$ cat src/rtl/alu_sequencer_pkg.sv
// Shared definitions for the accumulator-ALU sequencer: ALU opcodes, 8085
// register codes, FSM state codes and the decoder result record.
package alu_sequencer_pkg;

    localparam logic [4:0] ALU_ADD = 5'b00000;
    localparam logic [4:0] ALU_ADC = 5'b00001;
    localparam logic [4:0] ALU_SUB = 5'b00010;
    localparam logic [4:0] ALU_SBB = 5'b00011;
    localparam logic [4:0] ALU_ANA = 5'b00100;
    localparam logic [4:0] ALU_XRA = 5'b00101;
    localparam logic [4:0] ALU_ORA = 5'b00110;
    localparam logic [4:0] ALU_CMP = 5'b00111;
    localparam logic [4:0] ALU_RLC = 5'b01000;
    localparam logic [4:0] ALU_RRC = 5'b01001;
    localparam logic [4:0] ALU_RAL = 5'b01010;
    localparam logic [4:0] ALU_RAR = 5'b01011;
    localparam logic [4:0] ALU_DAA = 5'b01100;
    localparam logic [4:0] ALU_CMA = 5'b01101;
    localparam logic [4:0] ALU_STC = 5'b01110;
    localparam logic [4:0] ALU_CMC = 5'b01111;
    localparam logic [4:0] ALU_INR = 5'b10000;
    localparam logic [4:0] ALU_DCR = 5'b10001;

    typedef enum logic [2:0] {
        REG_B = 3'd0,
        REG_C = 3'd1,
        REG_D = 3'd2,
        REG_E = 3'd3,
        REG_H = 3'd4,
        REG_L = 3'd5,
        REG_M = 3'd6,
        REG_A = 3'd7
    } reg_code_e;

    localparam logic [2:0] ST_IDLE    = 3'd0;
    localparam logic [2:0] ST_FETCH   = 3'd1;
    localparam logic [2:0] ST_SAVE    = 3'd2;
    localparam logic [2:0] ST_LOADR   = 3'd3;
    localparam logic [2:0] ST_EXEC    = 3'd4;
    localparam logic [2:0] ST_WB      = 3'd5;
    localparam logic [2:0] ST_RESTORE = 3'd6;
    localparam logic [2:0] ST_DONE    = 3'd7;

    typedef enum logic [2:0] {
        CLS_ALU_REG,
        CLS_ALU_IMM,
        CLS_ACC,
        CLS_RMW,
        CLS_ILLEGAL
    } op_class_e;

    typedef struct packed {
        op_class_e  cls;
        logic [4:0] alu_op;
        reg_code_e  reg_sel;
        logic       illegal;
    } decode_t;

    function automatic logic [4:0] alu_arith_op(input logic [2:0] ooo);
        logic [4:0] op;
        case (ooo)
            3'd0:    op = ALU_ADD;
            3'd1:    op = ALU_ADC;
            3'd2:    op = ALU_SUB;
            3'd3:    op = ALU_SBB;
            3'd4:    op = ALU_ANA;
            3'd5:    op = ALU_XRA;
            3'd6:    op = ALU_ORA;
            default: op = ALU_CMP;
        endcase
        return op;
    endfunction

    function automatic logic [4:0] alu_acc_op(input logic [2:0] ooo);
        logic [4:0] op;
        case (ooo)
            3'd0:    op = ALU_RLC;
            3'd1:    op = ALU_RRC;
            3'd2:    op = ALU_RAL;
            3'd3:    op = ALU_RAR;
            3'd4:    op = ALU_DAA;
            3'd5:    op = ALU_CMA;
            3'd6:    op = ALU_STC;
            default: op = ALU_CMC;
        endcase
        return op;
    endfunction

endpackage

$ cat src/rtl/alu_sequencer_if.sv
// Decoder handshake, register/memory bus and ALU strobe bundle of the sequencer.
interface alu_sequencer_if;

    logic       instr_valid;
    logic       instr_ready;
    logic [7:0] instr;

    logic       opnd_req;
    logic [2:0] opnd_sel;
    logic       opnd_imm;
    logic       opnd_ack;

    logic       wb_req;
    logic [2:0] wb_sel;
    logic       wb_ack;

    logic [4:0] alu_opcode;
    logic       alu_ctrl;
    logic       acc_write_en;
    logic       tmp_write_en;
    logic       act_store;
    logic       act_restore;
    logic       flags_write_en;

    logic       done;
    logic       err;

    modport master (
        input  instr_valid, instr, opnd_ack, wb_ack,
        output instr_ready, opnd_req, opnd_sel, opnd_imm, wb_req, wb_sel,
               alu_opcode, alu_ctrl, acc_write_en, tmp_write_en,
               act_store, act_restore, flags_write_en, done, err
    );

    modport slave (
        output instr_valid, instr, opnd_ack, wb_ack,
        input  instr_ready, opnd_req, opnd_sel, opnd_imm, wb_req, wb_sel,
               alu_opcode, alu_ctrl, acc_write_en, tmp_write_en,
               act_store, act_restore, flags_write_en, done, err
    );

endinterface

$ cat src/rtl/alu_op_decode.sv
// Combinational 8085 opcode classifier: instruction class, ALU opcode,
// source/destination register code and illegal flag.
module alu_op_decode
    import alu_sequencer_pkg::*;
(
    input  logic [7:0] instr,
    output decode_t    dec
);

    logic [1:0] grp;
    logic [2:0] mid;
    logic [2:0] lo;

    assign grp = instr[7:6];
    assign mid = instr[5:3];
    assign lo  = instr[2:0];

    always_comb begin
        dec.cls     = CLS_ILLEGAL;
        dec.alu_op  = ALU_ADD;
        dec.reg_sel = REG_B;
        dec.illegal = 1'b1;
        case (grp)
            2'b10: begin
                dec.cls     = CLS_ALU_REG;
                dec.alu_op  = alu_arith_op(mid);
                dec.reg_sel = reg_code_e'(lo);
                dec.illegal = 1'b0;
            end
            2'b11: begin
                if (lo == 3'b110) begin
                    dec.cls     = CLS_ALU_IMM;
                    dec.alu_op  = alu_arith_op(mid);
                    dec.illegal = 1'b0;
                end
            end
            2'b00: begin
                if (lo == 3'b111 && mid != 3'b100) begin
                    dec.cls     = CLS_ACC;
                    dec.alu_op  = alu_acc_op(mid);
                    dec.illegal = 1'b0;
                end else if (lo == 3'b100 || lo == 3'b101) begin
                    // INR A / DCR A need no save/restore of the accumulator
                    dec.cls     = (reg_code_e'(mid) == REG_A) ? CLS_ACC : CLS_RMW;
                    dec.alu_op  = lo[0] ? ALU_DCR : ALU_INR;
                    dec.reg_sel = reg_code_e'(mid);
                    dec.illegal = 1'b0;
                end
            end
            default: begin
            end
        endcase
    end

endmodule

$ cat src/rtl/alu_sequencer.sv
// Control-side initiator for the accumulator ALU: accepts one opcode per
// handshake, fetches operands, pulses the ALU and writes results back.
module alu_sequencer
    import alu_sequencer_pkg::*;
#(
    parameter int unsigned TIMEOUT_CYCLES = 16
)(
    input  logic           clk,
    input  logic           rst,
    alu_sequencer_if.master bus
);

    localparam int unsigned CNT_W = (TIMEOUT_CYCLES > 1) ? $clog2(TIMEOUT_CYCLES) : 1;
    localparam logic [CNT_W-1:0] CNT_LAST =
        CNT_W'((TIMEOUT_CYCLES == 0) ? 0 : TIMEOUT_CYCLES - 1);

    decode_t          dec;
    logic [2:0]       state_q, state_d;
    logic [4:0]       op_q, op_d;
    reg_code_e        sel_q, sel_d;
    logic             imm_q, imm_d;
    logic             rmw_q, rmw_d;
    logic             err_q, err_d;
    logic [CNT_W-1:0] cnt_q, cnt_d;
    logic             timed_out;

    alu_op_decode u_dec (
        .instr (bus.instr),
        .dec   (dec)
    );

    // The limit is reached in the cycle the counter would step past CNT_LAST
    assign timed_out = (TIMEOUT_CYCLES != 0) && (cnt_q == CNT_LAST);

    always_comb begin
        state_d = state_q;
        op_d    = op_q;
        sel_d   = sel_q;
        imm_d   = imm_q;
        rmw_d   = rmw_q;
        err_d   = err_q;
        cnt_d   = '0;
        case (state_q)
            ST_IDLE: begin
                if (bus.instr_valid) begin
                    op_d  = dec.alu_op;
                    sel_d = dec.reg_sel;
                    imm_d = (dec.cls == CLS_ALU_IMM);
                    rmw_d = (dec.cls == CLS_RMW);
                    err_d = dec.illegal;
                    case (dec.cls)
                        CLS_ALU_REG, CLS_ALU_IMM: state_d = ST_FETCH;
                        CLS_ACC:                  state_d = ST_EXEC;
                        CLS_RMW:                  state_d = ST_SAVE;
                        default:                  state_d = ST_DONE;
                    endcase
                end
            end
            ST_FETCH: begin
                if (bus.opnd_ack) begin
                    state_d = ST_EXEC;
                end else if (timed_out) begin
                    err_d   = 1'b1;
                    state_d = ST_DONE;
                end else begin
                    cnt_d = cnt_q + 1'b1;
                end
            end
            ST_SAVE: state_d = ST_LOADR;
            ST_LOADR: begin
                if (bus.opnd_ack) begin
                    state_d = ST_EXEC;
                end else if (timed_out) begin
                    err_d   = 1'b1;
                    state_d = ST_RESTORE;
                end else begin
                    cnt_d = cnt_q + 1'b1;
                end
            end
            ST_EXEC: state_d = rmw_q ? ST_WB : ST_DONE;
            ST_WB: begin
                if (bus.wb_ack) begin
                    state_d = ST_RESTORE;
                end else if (timed_out) begin
                    err_d   = 1'b1;
                    state_d = ST_RESTORE;
                end else begin
                    cnt_d = cnt_q + 1'b1;
                end
            end
            ST_RESTORE: state_d = ST_DONE;
            default:    state_d = ST_IDLE;
        endcase
    end

    always_ff @(posedge clk or posedge rst) begin
        if (rst) begin
            state_q <= ST_IDLE;
            op_q    <= '0;
            sel_q   <= REG_B;
            imm_q   <= 1'b0;
            rmw_q   <= 1'b0;
            err_q   <= 1'b0;
            cnt_q   <= '0;
        end else begin
            state_q <= state_d;
            op_q    <= op_d;
            sel_q   <= sel_d;
            imm_q   <= imm_d;
            rmw_q   <= rmw_d;
            err_q   <= err_d;
            cnt_q   <= cnt_d;
        end
    end

    assign bus.instr_ready    = (state_q == ST_IDLE);
    assign bus.opnd_req       = (state_q == ST_FETCH) || (state_q == ST_LOADR);
    assign bus.opnd_sel       = (((state_q == ST_FETCH) && !imm_q) || (state_q == ST_LOADR))
                                ? sel_q : REG_B;
    assign bus.opnd_imm       = (state_q == ST_FETCH) && imm_q;
    assign bus.tmp_write_en   = (state_q == ST_FETCH) && bus.opnd_ack;
    assign bus.acc_write_en   = (state_q == ST_LOADR) && bus.opnd_ack;
    assign bus.act_store      = (state_q == ST_SAVE);
    assign bus.act_restore    = (state_q == ST_RESTORE);
    assign bus.alu_ctrl       = (state_q == ST_EXEC);
    assign bus.alu_opcode     = (state_q == ST_IDLE) ? '0 : op_q;
    assign bus.wb_req         = (state_q == ST_WB);
    assign bus.wb_sel         = (state_q == ST_WB) ? sel_q : REG_B;
    assign bus.flags_write_en = 1'b0;
    assign bus.done           = (state_q == ST_DONE);
    assign bus.err            = (state_q == ST_DONE) && err_q;

endmodule
$ cat src/flat_wrapper.sv
// flat-port wrapper written by rule: the top's interface ports become plain ports
module alu_sequencer_flat import alu_sequencer_pkg::*;
#(
    parameter int unsigned TIMEOUT_CYCLES = 16
)
  (clk, rst, bus_instr_valid, bus_instr, bus_opnd_ack, bus_wb_ack, bus_instr_ready, bus_opnd_req, bus_opnd_sel, bus_opnd_imm, bus_wb_req, bus_wb_sel, bus_alu_opcode, bus_alu_ctrl, bus_acc_write_en, bus_tmp_write_en, bus_act_store, bus_act_restore, bus_flags_write_en, bus_done, bus_err);
  alu_sequencer_if bus_i ();
  input  logic clk;
  input  logic rst;
  input wire logic [$bits(bus_i.instr_valid)-1:0] bus_instr_valid;
  input wire logic [$bits(bus_i.instr)-1:0] bus_instr;
  input wire logic [$bits(bus_i.opnd_ack)-1:0] bus_opnd_ack;
  input wire logic [$bits(bus_i.wb_ack)-1:0] bus_wb_ack;
  output wire logic [$bits(bus_i.instr_ready)-1:0] bus_instr_ready;
  output wire logic [$bits(bus_i.opnd_req)-1:0] bus_opnd_req;
  output wire logic [$bits(bus_i.opnd_sel)-1:0] bus_opnd_sel;
  output wire logic [$bits(bus_i.opnd_imm)-1:0] bus_opnd_imm;
  output wire logic [$bits(bus_i.wb_req)-1:0] bus_wb_req;
  output wire logic [$bits(bus_i.wb_sel)-1:0] bus_wb_sel;
  output wire logic [$bits(bus_i.alu_opcode)-1:0] bus_alu_opcode;
  output wire logic [$bits(bus_i.alu_ctrl)-1:0] bus_alu_ctrl;
  output wire logic [$bits(bus_i.acc_write_en)-1:0] bus_acc_write_en;
  output wire logic [$bits(bus_i.tmp_write_en)-1:0] bus_tmp_write_en;
  output wire logic [$bits(bus_i.act_store)-1:0] bus_act_store;
  output wire logic [$bits(bus_i.act_restore)-1:0] bus_act_restore;
  output wire logic [$bits(bus_i.flags_write_en)-1:0] bus_flags_write_en;
  output wire logic [$bits(bus_i.done)-1:0] bus_done;
  output wire logic [$bits(bus_i.err)-1:0] bus_err;
  assign bus_i.instr_valid = bus_instr_valid;
  assign bus_i.instr = bus_instr;
  assign bus_i.opnd_ack = bus_opnd_ack;
  assign bus_i.wb_ack = bus_wb_ack;
  assign bus_instr_ready = bus_i.instr_ready;
  assign bus_opnd_req = bus_i.opnd_req;
  assign bus_opnd_sel = bus_i.opnd_sel;
  assign bus_opnd_imm = bus_i.opnd_imm;
  assign bus_wb_req = bus_i.wb_req;
  assign bus_wb_sel = bus_i.wb_sel;
  assign bus_alu_opcode = bus_i.alu_opcode;
  assign bus_alu_ctrl = bus_i.alu_ctrl;
  assign bus_acc_write_en = bus_i.acc_write_en;
  assign bus_tmp_write_en = bus_i.tmp_write_en;
  assign bus_act_store = bus_i.act_store;
  assign bus_act_restore = bus_i.act_restore;
  assign bus_flags_write_en = bus_i.flags_write_en;
  assign bus_done = bus_i.done;
  assign bus_err = bus_i.err;
  alu_sequencer #(.TIMEOUT_CYCLES(TIMEOUT_CYCLES)) u_core (.clk(clk), .rst(rst), .bus(bus_i));
endmodule
$ cat config.mk
export PLATFORM = sky130hd
export DESIGN_NAME = alu_sequencer_flat
export DESIGN_NICKNAME = d
export VERILOG_FILES = /design/src/rtl/alu_sequencer_pkg.sv /design/src/rtl/alu_sequencer_if.sv /design/src/rtl/alu_op_decode.sv /design/src/rtl/alu_sequencer.sv /design/src/flat_wrapper.sv
export SDC_FILE = /design/constraint.sdc
export NUM_CORES = 1
export LEC_CHECK = 0
export BUFFER_PORTS_ARGS = -buffer_cell sky130_fd_sc_hd__buf_2
export CAP_MARGIN = 20
export CORE_ASPECT_RATIO = 0.6
export CORE_UTILIZATION = 55
export DETAILED_ROUTE_END_ITERATION = 6
export GPL_TIMING_DRIVEN = 1
export PLACE_DENSITY = 0.84
export SYNTH_ARGS = -nofsm -noshare
export SYNTH_HDL_FRONTEND = slang
export SYNTH_SLANG_ARGS = --single-unit
$ cat constraint.sdc
create_clock -name clk -period 2.65 [get_ports clk]
set_input_delay 0.265 -clock clk [delete_from_list [all_inputs] [get_ports clk]]
set_output_delay 0.265 -clock clk [all_outputs]
set_load 0.02 [all_outputs]
==> results of run 1 <==
==> power by group <==
group / internal (mW) / switching [mW] / total [mW]
Combinational: 0.260 / 0.418 / 0.678
Clock: 0.132 / 0.0946 / 0.227
Sequential: 0.371 / 0.125 / 0.496
==> worst register-to-register path: stages (launching register included) <==
cell,delay [ps]
dfrtp_1,490
nor2_1,350
nand2_1,500
a211oi_1,430
nor2_1,90
==> cell families (layout without fill, tap and decap cells) <==
kind of cell	Yosys count	in the layout	share of synthesized area
flops	18	18	0.368
simple gates	67	67	0.310
other cells	1	1	0.00307
xor+xnor	1	1	0.00717
mux	2	2	0.0164
fa+ha+maj	1	1	0.0102
buf+inv	17	46	0.0635
compound gates	38	38	0.221
==> layer usage <==
layer	vias to the layer above	track usage	wire length, µm
met5	-	0	0
met4	0	0.0698	38
met3	7	0.0714	227
met2	62	0.435	1390
met1	571	0.422	1520
li1	579	-	-
==> synth_stat cells (3+ instances only) <==
cell and instances:
o21ai_1 4, nand2_1 12, dfrtp_1 18, a31oi_1 3
and2_1 4, a21oi_1 6, clkbuf_1 5, o31ai_1 3
nor3_1 4, and3_1 11, o21ai_0 3, nor2b_1 11
nand2b_1 4, a211oi_1 3, inv_1 8, nor2_1 9
==> placed cells by master (no fill, tap or decap), drive strengths merged, types with 2 or more instances in the layout <==
| cell | n |
|---|---|
| a311oi | 2 |
| nand4 | 2 |
| dfrtp | 18 |
| a22oi | 2 |
| nor2 | 9 |
| and2 | 4 |
| buf | 34 |
| and3 | 11 |
| a31oi | 3 |
| a21oi | 6 |
| nand3 | 2 |
| a211oi | 3 |
| o211ai | 2 |
| nand2 | 12 |
| inv | 8 |
| mux2i | 2 |
| nor3 | 5 |
| nor2b | 11 |
| o21ai | 7 |
| nand2b | 4 |
| a32o | 2 |
| o31ai | 3 |
| clkbuf | 4 |
==> final cells by class <==
cell class | instances | area share
clock buffers | 4 | 0.0384
inverters | 8 | 0.0209
multi-input cells | 110 | 0.484
flip-flops and latches | 18 | 0.314
well taps | 28 | 0.0244
repair buffers | 34 | 0.119
==> per-stage QoR <==
| stage | setup slack, ps | utilization |
|---|---|---|
| after floorplan | 1050 | - |
| after global placement | 872 | 0.702 |
| after detailed placement | 713 | 0.702 |
| after CTS | 622 | 0.730 |
| after global routing | 464 | 0.730 |
| final | 587 | 0.730 |
==> worst paths after layout <==
| check | startpoint | end |
|---|---|---|
| worst max-delay path | u_core.state_q[0] | bus_opnd_sel[2] |
| worst min-delay path | rst | u_core.cnt_q[3] |
| worst max register to register | u_core.state_q[2] | u_core.op_q[1] |
| worst min register to register | u_core.sel_q[1] | u_core.sel_q[1] |
| max in group asynchronous | rst | u_core.cnt_q[0] |
| min in group clk | bus_instr[5] | u_core.op_q[2] |
==> flip-flops by register name, indices dropped and copies added (netlist names) <==
name and flops:
u_core.cnt_q 4, u_core.err_q 1, u_core.imm_q 1, u_core.op_q 5, u_core.rmw_q 1, u_core.sel_q 3, u_core.state_q 3
==> results.sh, run 1 <==
export IMPL_avgViaCountPerCell=6.03
export IMPL_status="complete, no violations"
export IMPL_worstMarginPinSlew_ps=716
export IMPL_overflow=0
export IMPL_drt_iter0_drc=79
export IMPL_cts_tree="yes"
export IMPL_setup_violations=0
export IMPL_rows=12
export IMPL_core_mm2=0.00197
export IMPL_finalPower_mw=1.40
export IMPL_num_io_pins=36
export IMPL_ctsHoldBuffers=0
export IMPL_crit_slowest_cell="dfrtp_1"
export IMPL_initial_core_util=0.622
export IMPL_post_cts_buffers=0
export IMPL_synthCells=145
export IMPL_gp_congestion=0.944
export IMPL_num_vias=1219
export IMPL_antenna_found_initial=0
export IMPL_routed_wl_um=3190
export IMPL_fin_area_mm2=0.00144
export IMPL_drive_gt1_frac=0.241
export IMPL_yosys_warnings=0
export IMPL_reg2reg_depth=4
export IMPL_whs_ps=111
export IMPL_insertion_delay_ps=260
export IMPL_max_cap_violations=0
export IMPL_yosys_register_bits=18
export IMPL_crit_chain="nand2b_1 > a21oi_1 > and2_1 > buf_2"
export IMPL_min_path_type="input pin to asynchronous set/reset pin"
export IMPL_seq_area_frac_synth=0.368
export IMPL_crit_required_ps=2380
export IMPL_yosys_area_top_type_share=0.368
export IMPL_drc_errors=0
export IMPL_clk_pin_slew_ps=70
export IMPL_period_needed_ps=2060
export IMPL_leakage_nw=0.747
export IMPL_grt_pass1_wl_um=5200
export IMPL_r2r_slack_ps=660
export IMPL_min_period_over_period=0.778
export IMPL_crit_type="flip-flop to primary output"
export IMPL_die_area_mm2=0.00242
export IMPL_die_y_um=38.5
export IMPL_hold_viol=0
export IMPL_dp_hpwl_um=2350
export IMPL_end_kind="primary output"
export IMPL_irDropWorstVdd_v=0.000589
export IMPL_grt_max_degree=22
export IMPL_cts_root_buffer="clkbuf_8"
export IMPL_ys_async_sr_fraction=1.00
export IMPL_antenna_cells=0
export IMPL_start_kind="flip-flop"
export IMPL_routedWlPerCell_um=15.8
export IMPL_worst_path_largest_cell_delay_ps=650
export IMPL_crit_fanout=18
export IMPL_fin_setup_tns_ps=0
export IMPL_seq_area_um2=450
export IMPL_dieWidth_um=62.9
export IMPL_htree_levels=1
export IMPL_area_growth_pct=17.4
export IMPL_clock_path_buffers=2
export IMPL_cts_sinks=18
export IMPL_syn_nets=159
export IMPL_nets=189
export IMPL_ys_flop_type="dfrtp_1"
export IMPL_path_buf_inv=1
export IMPL_cts_resized=0
export IMPL_slew_violations=0
export IMPL_rsz0062_at_grt="false"
export IMPL_synth_edf_count=0
export IMPL_place_inst=198
export IMPL_port_buffers=34
export IMPL_grtUsageTotal=0.292
export IMPL_skew_ps=4.55
export IMPL_crit_family="flip-flops"
export IMPL_cp_arrival_ps=1800
export IMPL_dr_pass1_iters=4
export IMPL_antenna_left=0
export IMPL_max_slew_margin=0.522
export IMPL_syn_area_per_cell_um2=8.43
export IMPL_cts_buffers=3
export IMPL_ys_types=46
export IMPL_fill_cells=158
export IMPL_placed_area_mm2=0.00138
export IMPL_crit_cells=4
export IMPL_synth_area_top_cells="dfrtp_1, and3_1, nor2b_1, nand2_1, nor2_1"
export IMPL_multi_input_area_um2=694
export IMPL_fmax_ghz=0.485
export IMPL_power_density_mw_per_mm2=976
export IMPL_instances_no_fill=202
export IMPL_grt_pass1_vias=1054
export IMPL_syn_area_mm2=0.00122
export IMPL_yosysTopAreaCell="dfrtp_1"
Note: power is estimated with default switching activity, not from simulation.
==> run 2, diff against run 1 <==
--- a/config.mk
+++ b/config.mk
@@ -8,10 +8,10 @@
 export BUFFER_PORTS_ARGS = -buffer_cell sky130_fd_sc_hd__buf_2
 export CAP_MARGIN = 20
 export CORE_ASPECT_RATIO = 0.6
-export CORE_UTILIZATION = 55
+export CORE_UTILIZATION = 51
 export DETAILED_ROUTE_END_ITERATION = 6
 export GPL_TIMING_DRIVEN = 1
-export PLACE_DENSITY = 0.84
+export PLACE_DENSITY = 0.79
 export SYNTH_ARGS = -nofsm -noshare
 export SYNTH_HDL_FRONTEND = slang
 export SYNTH_SLANG_ARGS = --single-unit
==> constraint.sdc (replaced) <==
create_clock -name clk -period 2.01 [get_ports clk]
set_input_delay 0.201 -clock clk [delete_from_list [all_inputs] [get_ports clk]]
set_output_delay 0.201 -clock clk [all_outputs]
set_load 0.02 [all_outputs]
==> results.sh, run 2 (synthesized netlist as in run 1, its figures left out) <==
export IMPL_whs_ps=39.1
export IMPL_fmax_ghz=0.547
export IMPL_grt_pass1_vias=978
export IMPL_utilization=0.661
export IMPL_crit_family="flip-flops"
export IMPL_clock_path_buffers=2
export IMPL_clock_power_share=0.160
export IMPL_rsz0062_at_grt="false"
export IMPL_power_share_sequential=0.350
export IMPL_cts_buffers=3
export IMPL_reg_top3="u_core.op_q: 5 flops, u_core.cnt_q: 4 flops"
export IMPL_slew_violations=0
export IMPL_dp_hpwl_um=2540
export IMPL_cp_arrival_ps=1630
export IMPL_layout_commonest_cell="buf_2"
export IMPL_internal_power_mw=1.03
export IMPL_reg2reg_depth=5
export IMPL_nets=192
export IMPL_routed_wl_um=3330
export IMPL_irDropWorstVdd_v=0.000940
export IMPL_die_y_um=39.9
export IMPL_leakage_nw=0.760
export IMPL_reg2reg_from="u_core.cnt_q[0]"
export IMPL_max_cap_violations=0
export IMPL_cts_sinks=18
export IMPL_grtUsageTotal=0.266
export IMPL_crit_cells=4
export IMPL_worst_path_largest_cell_delay_ps=510
export IMPL_num_vias=1234
export IMPL_clk_pin_slew_ps=70
export IMPL_num_io_pins=36
export IMPL_routedWlPerCell_um=16.1
export IMPL_overflow=0
export IMPL_largest_register_ffs=5
export IMPL_instances_no_fill=207
export IMPL_finalPower_mw=1.89
export IMPL_setup_violations=0
export IMPL_antenna_cells=0
export IMPL_critPathLaunch="u_core.state_q[2]"
export IMPL_drc_errors=0
export IMPL_crit_slowest_cell="dfrtp_1"
export IMPL_power_density_mw_per_mm2=1290
export IMPL_core_mm2=0.00221
export IMPL_end_kind="primary output"
export IMPL_htree_levels=1
export IMPL_min_path_type="input pin to asynchronous set/reset pin"
export IMPL_place_inst=203
export IMPL_crit_fanout=11
export IMPL_drive_gt1_frac=0.260
export IMPL_regMostFlops="u_core.op_q"
export IMPL_min_period_over_period=0.909
export IMPL_final_cell_mix="buf_2, dfrtp_1, nand2_1"
export IMPL_p_sw_mw=0.860
export IMPL_rows=13
export IMPL_avgViaCountPerCell=5.96
export IMPL_multi_input_area_um2=694
export IMPL_drt_iter0_drc=126
export IMPL_worstMarginPinSlew_ps=697
export IMPL_area_growth_pct=19.5
export IMPL_fill_cells=191
export IMPL_die_area_mm2=0.00260
export IMPL_max_slew_margin=0.535
export IMPL_initial_core_util=0.553
export IMPL_start_kind="flip-flop"
export IMPL_crit_chain="nand2b_1 > a21oi_1 > and2_1 > buf_2"
export IMPL_crit_type="flip-flop to primary output"
export IMPL_combinationalPowerShare=0.490
export IMPL_grt_pass1_wl_um=4920
export IMPL_grt_max_degree=19
export IMPL_insertion_delay_ps=260
export IMPL_skew_ps=3.45
export IMPL_cts_root_buffer="clkbuf_8"
export IMPL_port_buffers=34
export IMPL_path_buf_inv=1
export IMPL_crit_required_ps=1810
export IMPL_dieWidth_um=65.2
export IMPL_period_needed_ps=1830
export IMPL_ctsHoldBuffers=0
export IMPL_status="complete, no violations"
export IMPL_switching_share=0.456
export IMPL_antenna_found_initial=0
export IMPL_hold_viol=0
export IMPL_antenna_left=0
export IMPL_seq_area_um2=452
export IMPL_dr_pass1_iters=4
export IMPL_fin_setup_tns_ps=0
export IMPL_cts_tree="yes"
export IMPL_gp_congestion=0.947
==> run 2: layout make-up <==
type                            count  share of cell area
Clock buffer                        4              0.0377
Inverter                            8              0.0205
Multi-Input combinational cell    110               0.475
Sequential cell                    18               0.309
Tap cell                           30              0.0257
Timing Repair Buffer               37               0.132
==> run 2: repair_timing <==
item	CTS	global route
endpoints found under the setup margin	0	3
setup buffers	0	0
resized for setup	0	1
==> run 2: power groups by stage <==
stage	sequential, mW	clock (mW)	combinational (mW)
after floorplan	0.567	0	0.707
after global placement	0.642	0	0.883
after detailed placement	0.657	0	0.912
after CTS	0.653	0.306	0.918
after global routing	0.674	0.316	1.00
final	0.660	0.302	0.925
==> run 2: path summary, 6_finish.rpt <==
check | end | slack [ps]
max | bus_opnd_sel[1] | 180
min in group clk | u_core.op_q[2] | 240
max in group asynchronous | u_core.state_q[0] | 1490
min reg2reg | u_core.op_q[3] | 490
max reg2reg | u_core.state_q[1] | 300
min | u_core.sel_q[1] | 40
==> run 2: per-stage QoR <==
| step | cell area [µm²] | worst slack (ps) |
|---|---|---|
| 5_1_grt | 1460 | 106 |
| 3_3_place_gp | 1410 | 359 |
| 3_5_place_dp | 1410 | 311 |
| 2_1_floorplan | 1220 | 437 |
| 6_report | 1460 | 183 |
| 4_1_cts | 1460 | 109 |
==> run 2: per-layer routing <==
metal,global-route usage,part of all wire,up-vias,wire [µm]
li1,-,-,585,-
met4,0.0489,0.0072,0,24
met1,0.367,0.48,574,1590
met5,0,0,-,0
met3,0.0640,0.072,7,241
met2,0.433,0.44,68,1470
==> run 3, diff against run 2 <==
--- a/config.mk
+++ b/config.mk
@@ -5,6 +5,7 @@
 export SDC_FILE = /design/constraint.sdc
 export NUM_CORES = 1
 export LEC_CHECK = 0
+export ABC_AREA = 1
 export BUFFER_PORTS_ARGS = -buffer_cell sky130_fd_sc_hd__buf_2
 export CAP_MARGIN = 20
 export CORE_ASPECT_RATIO = 0.6
==> results.sh, run 3 <==
export IMPL_placed_area_mm2=0.00139
export IMPL_whs_ps=41.5
export IMPL_antenna_found_initial=0
export IMPL_fin_area_mm2=0.00145
export IMPL_largest_register_ffs=5
export IMPL_htree_levels=1
export IMPL_dp_hpwl_um=2540
export IMPL_p_sw_mw=0.989
export IMPL_cts_resized=0
export IMPL_ys_types=26
export IMPL_path_buf_inv=2
export IMPL_r2r_slack_ps=320
export IMPL_num_io_pins=36
export IMPL_syn_area_per_cell_um2=6.72
export IMPL_yosys_register_bits=18
export IMPL_setup_violations=0
export IMPL_die_y_um=39.6
export IMPL_port_buffers=34
export IMPL_multi_input_area_um2=599
export IMPL_clk_pin_slew_ps=70
export IMPL_yosys_area_top_type_share=0.374
export IMPL_grtUsageTotal=0.291
export IMPL_syn_area_mm2=0.00120
export IMPL_routed_wl_um=3190
export IMPL_switching_share=0.495
export IMPL_crit_fanout=7
export IMPL_regMostFlops="u_core.op_q"
export IMPL_synthTopCellsByCount="nand2_1, inv_1, nor2_1, dfrtp_1, nand3_1"
export IMPL_seq_area_frac_synth=0.374
export IMPL_skew_ps=4.63
export IMPL_antenna_cells=0
export IMPL_grt_max_degree=19
export IMPL_min_path_type="input pin to asynchronous set/reset pin"
export IMPL_irDropWorstVdd_v=0.000694
export IMPL_worst_path_largest_cell_delay_ps=470
export IMPL_clock_power_share=0.155
export IMPL_area_growth_pct=20.2
export IMPL_fin_setup_tns_ps=0
export IMPL_ctsHoldBuffers=0
export IMPL_crit_cells=6
export IMPL_seq_area_um2=450
export IMPL_core_mm2=0.00220
export IMPL_reg2reg_from="u_core.state_q[0]"
export IMPL_post_cts_buffers=0
export IMPL_crit_type="flip-flop to primary output"
export IMPL_crit_slowest_cell="dfrtp_1"
export IMPL_combinationalPowerShare=0.536
export IMPL_dieWidth_um=64.7
export IMPL_rows=13
export IMPL_grt_pass1_wl_um=5320
export IMPL_ys_flop_type="dfrtp_1"
export IMPL_insertion_delay_ps=270
export IMPL_final_cell_mix="nand2_1, buf_2, inv_1, nor2_1, dfrtp_1"
export IMPL_critPathLaunch="u_core.state_q[2]"
export IMPL_rsz0062_at_grt="false"
export IMPL_crit_required_ps=1810
export IMPL_ys_async_sr_fraction=1.00
export IMPL_cts_sinks=18
export IMPL_status="complete, no violations"
export IMPL_synth_area_top_cells="dfrtp_1, nand2_1, inv_1, nor2_1, nand3_1"
export IMPL_layout_commonest_cell="nand2_1"
export IMPL_routedWlPerCell_um=13.1
export IMPL_nets=229
export IMPL_r2r_end="u_core.op_q[3]"
export IMPL_drive_gt1_frac=0.229
export IMPL_internal_power_mw=1.01
export IMPL_syn_nets=193
export IMPL_initial_core_util=0.548
export IMPL_worstMarginPinSlew_ps=716
export IMPL_yosys_cell_count_top_type="nand2_1"
export IMPL_cts_tree="yes"
export IMPL_yosys_warnings=0
export IMPL_hold_viol=0
export IMPL_overflow=0
export IMPL_utilization=0.659
export IMPL_synth_edf_count=0
export IMPL_antenna_left=0
export IMPL_grt_pass1_vias=1094
export IMPL_drc_errors=0
export IMPL_max_cap_violations=0
export IMPL_crit_family="flip-flops"
export IMPL_max_slew_margin=0.522
export IMPL_start_kind="flip-flop"
export IMPL_yosysTopAreaCell="dfrtp_1"
export IMPL_dr_pass1_iters=4
export IMPL_die_area_mm2=0.00256
export IMPL_cts_root_buffer="clkbuf_8"
export IMPL_fmax_ghz=0.533
export IMPL_gp_congestion=0.880
export IMPL_leakage_nw=0.818
export IMPL_cp_arrival_ps=1680
export IMPL_fill_cells=193
export IMPL_finalPower_mw=2.00
export IMPL_min_period_over_period=0.934
export IMPL_crit_chain="inv_2 > nand3_1 > nand2_2 > o21ai_0 > nor2_1 > buf_2"
export IMPL_reg2reg_depth=5
export IMPL_worstSetupEndpoint="bus_opnd_sel[2]"
export IMPL_num_vias=1290
export IMPL_slew_violations=0
export IMPL_end_kind="primary output"
export IMPL_drt_iter0_drc=111
export IMPL_reg_top3="u_core.op_q: 5 flops, u_core.cnt_q: 4 flops"
export IMPL_avgViaCountPerCell=5.29
export IMPL_period_needed_ps=1880
export IMPL_clock_path_buffers=2
export IMPL_synthCells=179
export IMPL_power_share_sequential=0.309
export IMPL_power_density_mw_per_mm2=1380
export IMPL_cts_buffers=3
[run 3: kinds of logic (layout without fill, tap and decap cells)]
| kind of cell | after synthesis | count (layout) | share of synthesized area |
|---|---|---|---|
| AND/OR/NAND/NOR | 95 | 95 | 0.360 |
| buffers and inverters | 38 | 73 | 0.128 |
| AO/OA/AOI/OAI | 24 | 24 | 0.110 |
| flip-flops | 18 | 18 | 0.374 |
| XOR/XNOR | 2 | 2 | 0.0146 |
| adder cells (fa/ha/maj) | 1 | 1 | 0.0104 |
| other | 1 | 1 | 0.00312 |
[run 3: layout make-up]
class / instances / share of cell area
Multi-Input combinational cell: 123 / 0.414
Inverter: 35 / 0.0926
Clock buffer: 4 / 0.0381
Timing Repair Buffer: 34 / 0.118
Tap cell: 30 / 0.0260
Sequential cell: 18 / 0.311
[run 3: how the worst min path moves through the flow]
stage / startpoint / to / slack [ps] / cells after the start
2_1_floorplan: rst / u_core.cnt_q[0] / 140 / 1
3_3_place_gp: rst / u_core.cnt_q[2] / 340 / 2
3_5_place_dp: rst / u_core.cnt_q[2] / 360 / 2
4_1_cts: rst / u_core.state_q[0] / 70 / 2
5_1_grt: rst / u_core.cnt_q[0] / 100 / 2
6_report: rst / u_core.cnt_q[0] / 40 / 2
[run 3: worst register-to-register path, stage by stage (launching register included)]
cell and delay [ps]:
dfrtp_1 500, inv_1 180, nand3_4 110, nor2_2 340, inv_1 230, o21ai_0 240
[run 3: power groups by stage]
| stage | Combinational, mW | Clock (mW) | Sequential (mW) |
|---|---|---|---|
| after floorplan | 0.828 | 0 | 0.567 |
| after global placement | 1.03 | 0 | 0.607 |
| after detailed placement | 1.06 | 0 | 0.618 |
| after CTS | 1.07 | 0.314 | 0.611 |
| after global routing | 1.21 | 0.327 | 0.634 |
| final | 1.07 | 0.309 | 0.617 |
[run 3: routing by layer]
metal	up-vias	share of wire	track usage	wire, µm
li1	628	-	-	-
met1	571	0.46	0.412	1480
met2	88	0.42	0.448	1340
met3	3	0.11	0.0785	350
met4	0	0.0072	0.0500	23
met5	-	0	0	0
[run 3: metrics by stage]
stage,setup WS [ps],std cells
6_report,133,244
5_1_grt,4.13,244
4_1_cts,167,244
3_5_place_dp,333,240
3_3_place_gp,488,240
2_1_floorplan,517,179
